### src/rtl/mem_arb_pkg.sv
// mem_arb_pkg: shared types for the two-port memory bus arbiter
package mem_arb_pkg;
    typedef enum logic [1:0] {IDLE, ISSUE, WAIT, RESP} ArbState;
    typedef logic PortId;
    typedef struct packed {
        logic        we;
        logic [15:0] addr;
        logic [15:0] wdata;
    } MemReq;
endpackage

### src/rtl/mem_bus_arbiter_if.sv
// mem_bus_arbiter_if: requester ports and MMU port of the memory bus arbiter
interface mem_bus_arbiter_if;
    logic        m0_req, m0_we, m0_ack;
    logic [15:0] m0_addr, m0_wdata, m0_rdata;
    logic        m1_req, m1_we, m1_ack;
    logic [15:0] m1_addr, m1_wdata, m1_rdata;
    logic        mmu_w_en;
    logic [15:0] mmu_addr, mmu_data_w, mmu_data_r;
    modport slave (
        input  m0_req, m0_we, m0_addr, m0_wdata, m1_req, m1_we, m1_addr, m1_wdata, mmu_data_r,
        output m0_ack, m0_rdata, m1_ack, m1_rdata, mmu_w_en, mmu_addr, mmu_data_w
    );
    modport master (
        output m0_req, m0_we, m0_addr, m0_wdata, m1_req, m1_we, m1_addr, m1_wdata, mmu_data_r,
        input  m0_ack, m0_rdata, m1_ack, m1_rdata, mmu_w_en, mmu_addr, mmu_data_w
    );
endinterface

### src/rtl/arb_age_select.sv
// arb_age_select: fixed-priority winner select with an aging counter that forces a port 1 grant
module arb_age_select
    import mem_arb_pkg::*;
#(
    parameter int MAX_WAIT = 4
) (
    input  logic  clk,
    input  logic  rst,
    input  logic  req0,
    input  logic  req1,
    input  logic  arb_en,
    output PortId winner,
    output logic  grant_valid
);
    localparam int AGE_W = $clog2(MAX_WAIT + 1);

    logic [AGE_W-1:0] age;

    always_comb begin
        winner      = PortId'(req1 && (!req0 || age == AGE_W'(MAX_WAIT)));
        grant_valid = req0 || req1;
    end

    // age only grows when port 1 loses a contested arbitration
    always_ff @(posedge clk or posedge rst) begin
        if (rst)
            age <= '0;
        else if (arb_en && grant_valid)
            age <= winner ? '0 : (req1 && age != AGE_W'(MAX_WAIT)) ? age + 1'b1 : age;
    end
endmodule

### src/rtl/mem_bus_arbiter.sv
// mem_bus_arbiter: shares the MMU memory port between the CPU (port 0) and DMA (port 1),
// sequencing one transaction at a time around the memory read latency
module mem_bus_arbiter
    import mem_arb_pkg::*;
#(
    parameter int READ_LAT = 1,
    parameter int MAX_WAIT = 4
) (
    input logic clk,
    input logic rst,
    mem_bus_arbiter_if.slave bus
);
    localparam int LAT_W = $clog2(READ_LAT + 1);

    ArbState          state, nxt;
    MemReq            lat;
    PortId            pid, winner;
    logic             grant_valid;
    logic [LAT_W-1:0] cnt;
    logic [15:0]      rdata0, rdata1;

    arb_age_select #(.MAX_WAIT(MAX_WAIT)) u_age (
        .clk(clk),
        .rst(rst),
        .req0(bus.m0_req),
        .req1(bus.m1_req),
        .arb_en(state == IDLE),
        .winner(winner),
        .grant_valid(grant_valid)
    );

    always_ff @(posedge clk or posedge rst) begin
        if (rst)
            state <= IDLE;
        else
            state <= nxt;
    end

    always_comb begin
        nxt            = state;
        bus.m0_ack     = 1'b0;
        bus.m1_ack     = 1'b0;
        bus.mmu_w_en   = 1'b0;
        bus.mmu_addr   = '0;
        bus.mmu_data_w = '0;
        case (state)
            IDLE: nxt = grant_valid ? ISSUE : IDLE;
            ISSUE: begin
                nxt            = lat.we ? RESP : WAIT;
                bus.mmu_w_en   = lat.we;
                bus.mmu_addr   = lat.addr;
                bus.mmu_data_w = lat.wdata;
            end
            WAIT: begin
                nxt          = (cnt == LAT_W'(1)) ? RESP : WAIT;
                bus.mmu_addr = lat.addr;
            end
            RESP: begin
                nxt        = IDLE;
                bus.m0_ack = !pid;
                bus.m1_ack = pid;
            end
            default: nxt = IDLE;
        endcase
    end

    // the request is latched at grant so a requester dropping req early cannot disturb the bus
    always_ff @(posedge clk or posedge rst) begin
        if (rst) begin
            lat    <= '0;
            pid    <= '0;
            cnt    <= '0;
            rdata0 <= '0;
            rdata1 <= '0;
        end else begin
            if (state == IDLE && grant_valid) begin
                lat <= winner ? {bus.m1_we, bus.m1_addr, bus.m1_wdata}
                              : {bus.m0_we, bus.m0_addr, bus.m0_wdata};
                pid <= winner;
            end
            if (state == ISSUE)
                cnt <= LAT_W'(READ_LAT);
            if (state == WAIT) begin
                cnt <= cnt - 1'b1;
                if (cnt == LAT_W'(1) && pid)
                    rdata1 <= bus.mmu_data_r;
                if (cnt == LAT_W'(1) && !pid)
                    rdata0 <= bus.mmu_data_r;
            end
        end
    end

    assign bus.m0_rdata = rdata0;
    assign bus.m1_rdata = rdata1;
endmodule

### src/flat_wrapper.sv
// flat-port wrapper written by rule: the top's interface ports become plain ports
module mem_bus_arbiter_flat import mem_arb_pkg::*;
#(
    parameter int READ_LAT = 1,
    parameter int MAX_WAIT = 4
)
  (clk, rst, bus_m0_req, bus_m0_we, bus_m0_addr, bus_m0_wdata, bus_m1_req, bus_m1_we, bus_m1_addr, bus_m1_wdata, bus_mmu_data_r, bus_m0_ack, bus_m0_rdata, bus_m1_ack, bus_m1_rdata, bus_mmu_w_en, bus_mmu_addr, bus_mmu_data_w);
  mem_bus_arbiter_if bus_i ();
  input logic clk;
  input logic rst;
  input wire logic [$bits(bus_i.m0_req)-1:0] bus_m0_req;
  input wire logic [$bits(bus_i.m0_we)-1:0] bus_m0_we;
  input wire logic [$bits(bus_i.m0_addr)-1:0] bus_m0_addr;
  input wire logic [$bits(bus_i.m0_wdata)-1:0] bus_m0_wdata;
  input wire logic [$bits(bus_i.m1_req)-1:0] bus_m1_req;
  input wire logic [$bits(bus_i.m1_we)-1:0] bus_m1_we;
  input wire logic [$bits(bus_i.m1_addr)-1:0] bus_m1_addr;
  input wire logic [$bits(bus_i.m1_wdata)-1:0] bus_m1_wdata;
  input wire logic [$bits(bus_i.mmu_data_r)-1:0] bus_mmu_data_r;
  output wire logic [$bits(bus_i.m0_ack)-1:0] bus_m0_ack;
  output wire logic [$bits(bus_i.m0_rdata)-1:0] bus_m0_rdata;
  output wire logic [$bits(bus_i.m1_ack)-1:0] bus_m1_ack;
  output wire logic [$bits(bus_i.m1_rdata)-1:0] bus_m1_rdata;
  output wire logic [$bits(bus_i.mmu_w_en)-1:0] bus_mmu_w_en;
  output wire logic [$bits(bus_i.mmu_addr)-1:0] bus_mmu_addr;
  output wire logic [$bits(bus_i.mmu_data_w)-1:0] bus_mmu_data_w;
  assign bus_i.m0_req = bus_m0_req;
  assign bus_i.m0_we = bus_m0_we;
  assign bus_i.m0_addr = bus_m0_addr;
  assign bus_i.m0_wdata = bus_m0_wdata;
  assign bus_i.m1_req = bus_m1_req;
  assign bus_i.m1_we = bus_m1_we;
  assign bus_i.m1_addr = bus_m1_addr;
  assign bus_i.m1_wdata = bus_m1_wdata;
  assign bus_i.mmu_data_r = bus_mmu_data_r;
  assign bus_m0_ack = bus_i.m0_ack;
  assign bus_m0_rdata = bus_i.m0_rdata;
  assign bus_m1_ack = bus_i.m1_ack;
  assign bus_m1_rdata = bus_i.m1_rdata;
  assign bus_mmu_w_en = bus_i.mmu_w_en;
  assign bus_mmu_addr = bus_i.mmu_addr;
  assign bus_mmu_data_w = bus_i.mmu_data_w;
  mem_bus_arbiter #(.READ_LAT(READ_LAT), .MAX_WAIT(MAX_WAIT)) u_core (.clk(clk), .rst(rst), .bus(bus_i));
endmodule
### config.mk
export PLATFORM = sky130hd
export DESIGN_NAME = mem_bus_arbiter_flat
export DESIGN_NICKNAME = d
export VERILOG_FILES = /design/src/rtl/mem_arb_pkg.sv /design/src/rtl/mem_bus_arbiter_if.sv /design/src/rtl/arb_age_select.sv /design/src/rtl/mem_bus_arbiter.sv /design/src/flat_wrapper.sv
export SDC_FILE = /design/constraint.sdc
export NUM_CORES = 1
export LEC_CHECK = 0
export CORE_MARGIN = 3
export CORE_UTILIZATION = 36
export DETAILED_ROUTE_END_ITERATION = 16
export GPL_TIMING_DRIVEN = 0
export PLACE_DENSITY = 0.7
export SETUP_SLACK_MARGIN = 0.4
export SLEW_MARGIN = 20
export SYNTH_ARGS = -nofsm -noshare
export SYNTH_HDL_FRONTEND = slang
export SYNTH_SLANG_ARGS = --single-unit
### constraint.sdc
create_clock -name clk -period 4 [get_ports clk]
set_clock_uncertainty 0.15 [all_clocks]
set_input_delay 1.2 -clock clk [delete_from_list [all_inputs] [get_ports clk]]
set_output_delay 1.2 -clock clk [all_outputs]
set_load 0.005 [all_outputs]
==> results of run 1 <==
[power groups by stage]
stage	clock (W)	combinational (W)	sequential [W]
final	0.000570	0.00205	0.00128
after global routing	0.000622	0.00225	0.00133
after CTS	0.000592	0.00208	0.00128
after detailed placement	0	0.00205	0.00129
after global placement	0	0.00202	0.00127
after floorplan	0	0.00103	0.00127
[area by class of cell]
class                           instances  area share
Clock inverter                          5      0.0102
Buffer                                 27      0.0271
Sequential cell                        72       0.325
Timing Repair Buffer                  153       0.279
Inverter                                5     0.00384
Clock buffer                           10      0.0248
Multi-Input combinational cell        228       0.300
Tap cell                              133      0.0300
[worst reg2reg max path, cell delays in order, from the launching register on]
cell,delay (ns)
dfrtp_1,0.41
inv_1,0.11
ha_2,0.17
buf_2,0.22
o21a_1,0.14
buf_2,0.18
clkbuf_1,0.43
nand2_1,0.14
o211ai_2,0.15
[layer usage]
metal	vias to the layer above	wire length [um]
met5	-	0
met3	13	468
met1	1532	4540
met4	0	174
met2	89	5030
li1	1496	-
[worst max path at each step]
stage	from	to	slack, ns	cells past startpoint
finish	u_core.state[1]	bus_mmu_addr[10]	0.53	5
global route	u_core.state[1]	bus_mmu_addr[10]	0.37	5
CTS	u_core.state[0]	bus_mmu_addr[10]	0.43	5
detailed placement	u_core.state[0]	bus_mmu_addr[10]	0.64	5
global placement	rst	u_core.lat[10]	-0.44	2
floorplan	rst	u_core.bus.m0_rdata[0]	0.83	1
[stage by stage]
stage	hold WS, ns	worst slack, ns
after floorplan	0.298	0.825
after global placement	0.310	-0.438
after global routing	0.359	0.365
after detailed placement	0.317	0.640
final	0.334	0.526
after CTS	0.339	0.433
[cell usage in the layout (no fill, tap or decap), types with 3 or more instances in the layout]
| cell type | count |
|---|---|
| nand3_1 | 3 |
| buf_2 | 5 |
| clkbuf_8 | 10 |
| clkdlybuf4s50_1 | 152 |
| mux2_2 | 33 |
| and2_1 | 34 |
| dfrtp_1 | 72 |
| inv_1 | 4 |
| o211ai_1 | 3 |
| clkbuf_1 | 13 |
| ha_1 | 6 |
| nand2_1 | 68 |
| nand4_1 | 33 |
| o211ai_2 | 30 |
| buf_6 | 5 |
[registers in the layout (all words and copies together), names as in the netlist]
name                 count
u_core.lat              33
u_core.bus.m0_rdata     16
u_core.bus.m1_rdata     16
u_core.u_age.age         3
u_core.state             2
u_core.cnt               1
u_core.pid               1
[cells by family (layout without fill, tap and decap cells)]
logic type,Yosys count,after routing,share of synthesized area
simple gates,145,145,0.202
flops,72,72,0.497
compound gates,43,43,0.130
mux,33,33,0.102
buf+inv,32,200,0.0452
fa+ha+maj,7,7,0.0242
[repair_timing]
action                     4_1_cts  5_1_grt
resized for setup                3        1
setup endpoints to repair       13       13
buffers inserted                 0        0
==> results.cfg, run 1 <==
[power]
peakVddDrop_v = 0.000286
p_per_area_nw_per_um2 = 703
clkPwrFrac = 0.146
sequentialPowerShare = 0.328
fin_total_pwr_w = 0.00390
p_sw_w = 0.00133
p_int_w = 0.00257
switching_share = 0.341
power.combinational.fraction = 0.526
leakagePower_nw = 2.32

[cells_and_area]
area_growth_syn_to_layout_pct = 52.9
design_area_um2 = 5550
drive_above_1_share = 0.188
final_net_count = 589
multi_input_area_um2 = 1660
fin_cells = 633
nFillCells = 875
final-seq-area_um2 = 1800
final_core_util = 0.567
diodes = 0

[floorplanning]
die_w_um = 106
ioPinCount = 153
die-height_um = 106
initial_core_util = 0.371
die_area_um2 = 11300
core_area_um2 = 9770
num_rows = 36

[synth]
syn_inst = 332
synth_seq_cells = 72
synth_top_area_cell = dfrtp_1
ys_seq_area_frac = 0.497
async_flop_share = 1.00
syn_nets = 425
yosys.area.top_type_share = 0.497
synth_area_per_cell_um2 = 10.9
synth_edf_count = 0
yosys.cell_count.top_type = dfrtp_1
ys_top_cells_by_count = 72 x dfrtp_1, 68 x nand2_1, 34 x and2_1
synth.area.top_cells = dfrtp_1 50%, o211ai_2 10%, mux2_2 10%
yosys_warnings = 0
synthFlopType = dfrtp_1
netlist_area_um2 = 3630
synth.distinct_cells = 29

[worst_setup_path]
cp_top_family = buffers and inverters
start_kind = flop
reg2reg_slack_ns = 1.82
setup.worst_path.end_class = primary output
critPathMaxFanout = 10
r2r-end = u_core.lat[22]
slowest_delay_ns = 0.50
setup.worst_path.class = reg2out
reg2reg_depth = 8
reg2reg_from = u_core.state[1]
worstPathCellList = inv_1, ha_2, clkbuf_4, and2_1, clkdlybuf4s50_1
cp.required_ns = 2.65
path_buf_inv = 3
worst_path_max_delay_cell = clkdlybuf4s50_1
cp.arrival_ns = 2.12

[cts]
clk_pin_slew_worst_paths_ns = 0.08
clk-insertion-delay-late_ns = 0.34
root_buffer = clkbuf_8
cts_tree = yes
cts_buffer_depth = 2
htree_levels = 3
cts_sinks = 72
cts_made_buffers = 9
hold_buffers = 0

[grt]
overflow = 0
grt_use_met2 = 0.293
grt_first_pass_wirelength_um = 16700
grtUsageMet1 = 0.258
grt_use_total = 0.186
antenna_found_initial = 0
grt_max_degree = 44
grt_util_met3 = 0.0316
grt.busiest_layer = met2
first_global_vias = 3216

[placed_design]
postPlaceCellArea_um2 = 5340
placedCellCount = 618
place_congestion = 0.784
port_buffers = 152
hpwlAfterDp_um = 7550

[route]
via_per_inst = 4.94
wl_um = 10200
drt-initial-drc-count = 161
num_vias = 3130
wire_per_inst_um = 16.1
drtAntennaViolNets = 0
drcViolationCount = 0
first_pass_iters = 4

[sta]
rsz0062_at_grt = yes
setup_viol = 0
setup_tns_ns = 0
worst_pin_slew_ns = 0.514
maxSlewViolCount = 0
period_minus_slack_ns = 3.47
max_slew_margin = 0.657
finalCritPeriodShare = 0.868
fmax_mhz = 288
hold_violations = 0

[run_status]
outcome = completed

[worst_hold_path]
min_path_type = reg2reg
worstHoldStart = u_core.lat[29]
whs_endpoint = u_core.lat[29]
whs_path_depth = 2

[job]
drv_cap = 0
Power figures use the tool's default switching activity.
==> run 2: changes to the inputs <==
Settings changed: CTS_BUF_LIST set to sky130_fd_sc_hd__clkbuf_8, SKIP_LAST_GASP set to 1.
==> results of run 2 <==
No change in the layout: final DEF, timing and power equal those of run 1.
==> run 3: changes to the inputs <==
Settings changed: CORE_UTILIZATION 36 to 44, PLACE_DENSITY 0.7 to 0.82.
==> results.cfg, run 3 (synthesis results as in run 1) <==
[cells_and_area]
area_growth_syn_to_layout_pct = 51.6
final_cell_mix = 152 x clkdlybuf4s50_1, 72 x dfrtp_1, 68 x nand2_1
nFillCells = 618
drive_above_1_share = 0.188
diodes = 0
top_register = u_core.lat
final_net_count = 589
fin_cells = 602
largest_reg_flops = 33
final_common_cell = clkdlybuf4s50_1

[sta]
hold_violations = 0
maxSlewViolCount = 0
rsz0062_at_grt = no
finalCritPeriodShare = 0.869
max_slew_margin = 0.633
setup_viol = 0
whs_ns = 0.333
worst_pin_slew_ns = 0.547
fmax_mhz = 288
period_minus_slack_ns = 3.48

[floorplanning]
die_area_um2 = 9370
num_rows = 32
core_area_um2 = 7850
initial_core_util = 0.462
die_w_um = 96.8
die-height_um = 96.8
ioPinCount = 153

[grt]
antenna_found_initial = 0
first_global_vias = 3280
grt_use_total = 0.223
grt_max_degree = 55
grt_first_pass_wirelength_um = 16900
overflow = 0

[cts]
cts_tree = yes
clk-insertion-delay-late_ns = 0.34
cts_sinks = 72
cts_buffer_depth = 2
hold_buffers = 0
clk_pin_slew_worst_paths_ns = 0.08
cts_made_buffers = 9
htree_levels = 3
root_buffer = clkbuf_8

[route]
wl_um = 10100
via_per_inst = 5.17
wire_per_inst_um = 16.8
drt-initial-drc-count = 115
num_vias = 3115
first_pass_iters = 4
drcViolationCount = 0
drtAntennaViolNets = 0

[worst_setup_path]
worst_path_max_delay_cell = clkdlybuf4s50_1
setup.worst_path.class = reg2out
start_kind = flop
cp.required_ns = 2.65
setup.worst_path.end_class = primary output
path_buf_inv = 3
critPathMaxFanout = 10
slowest_delay_ns = 0.50
cp.arrival_ns = 2.13
cp_top_family = buffers and inverters
worstPathCellList = inv_1, ha_2, clkbuf_4, and2_1, clkdlybuf4s50_1

[run_status]
outcome = completed

[job]
drv_cap = 0

[worst_hold_path]
min_path_type = reg2reg

[placed_design]
placedCellCount = 587
place_congestion = 0.772
hpwlAfterDp_um = 7460
port_buffers = 152

[power]
p_per_area_nw_per_um2 = 706
leakagePower_nw = 2.31
peakVddDrop_v = 0.000366
fin_total_pwr_w = 0.00388
[run 3: cell count changes in the layout (fill, tap and decap cells not counted)]
| cell | change |
|---|---|
| inv_6 | -1 |
| clkbuf_8 | -1 |
| clkinv_2 | +1 |
| clkinv_4 | +1 |
[run 3: layer usage]
metal  share of wire  GRT usage  vias to the layer above
met3           0.047     0.0397                       16
met1            0.43      0.296                     1504
li1                -          -                     1488
met2            0.50      0.365                      107
met5               0          0                        -
met4           0.019     0.0832                        0
[run 3: power breakdown]
part / switching, W / internal, W / total [W] / leakage (nW)
Sequential: 0.000187 / 0.00109 / 0.00128 / 0.865
Combinational: 0.000867 / 0.00117 / 0.00204 / 1.35
Clock: 0.000276 / 0.000282 / 0.000559 / 0.0948
[run 3: timing repair]
| action | in CTS | in global routing |
|---|---|---|
| buffers inserted | 0 | 0 |
| setup endpoints to repair | 9 | 16 |
| hold endpoints to repair | 0 | 0 |
| gates resized for setup | 2 | 4 |
[run 3: layout make-up]
class                           instances  area (um2)  area share
Timing Repair Buffer                  153        1550       0.282
Clock inverter                          6        61.3      0.0112
Buffer                                 27         150      0.0273
Clock buffer                            9         124      0.0225
Sequential cell                        72        1800       0.328
Multi-Input combinational cell        228        1660       0.302
Inverter                                5        21.3     0.00387
Tap cell                              102         128      0.0232
[run 3: worst reg2reg max path, cell delays in order, from the launching register on]
cell,delay (ns)
dfrtp_1,0.41
inv_1,0.12
ha_2,0.17
buf_2,0.20
o21a_1,0.14
buf_2,0.18
clkbuf_1,0.41
nand2_1,0.16
o211ai_2,0.16
[run 3: final timing paths]
| path | end | depth (start not counted) | from | slack (ns) |
|---|---|---|---|---|
| max | bus_mmu_addr[14] | 5 | u_core.state[0] | 0.52 |
| min | u_core.lat[7] | 2 | u_core.lat[7] | 0.33 |
| max reg2reg | u_core.lat[22] | 8 | u_core.state[0] | 1.85 |
| min reg2reg | u_core.lat[7] | 2 | u_core.lat[7] | 0.33 |
| max in group asynchronous | u_core.lat[15] | 3 | rst | 2.15 |
| min in group asynchronous | u_core.bus.m0_rdata[5] | 2 | rst | 1.00 |
[run 3: per-stage QoR]
stage               setup TNS (ns)  utilization  area (um2)  worst slack, ns
floorplan                        0            -        3630            0.825
global placement            -26.10        0.672        5280           -0.366
detailed placement               0        0.676        5310            0.633
CTS                              0        0.700        5490            0.430
global route                     0        0.701        5500            0.427
finish                           0        0.701        5500            0.523
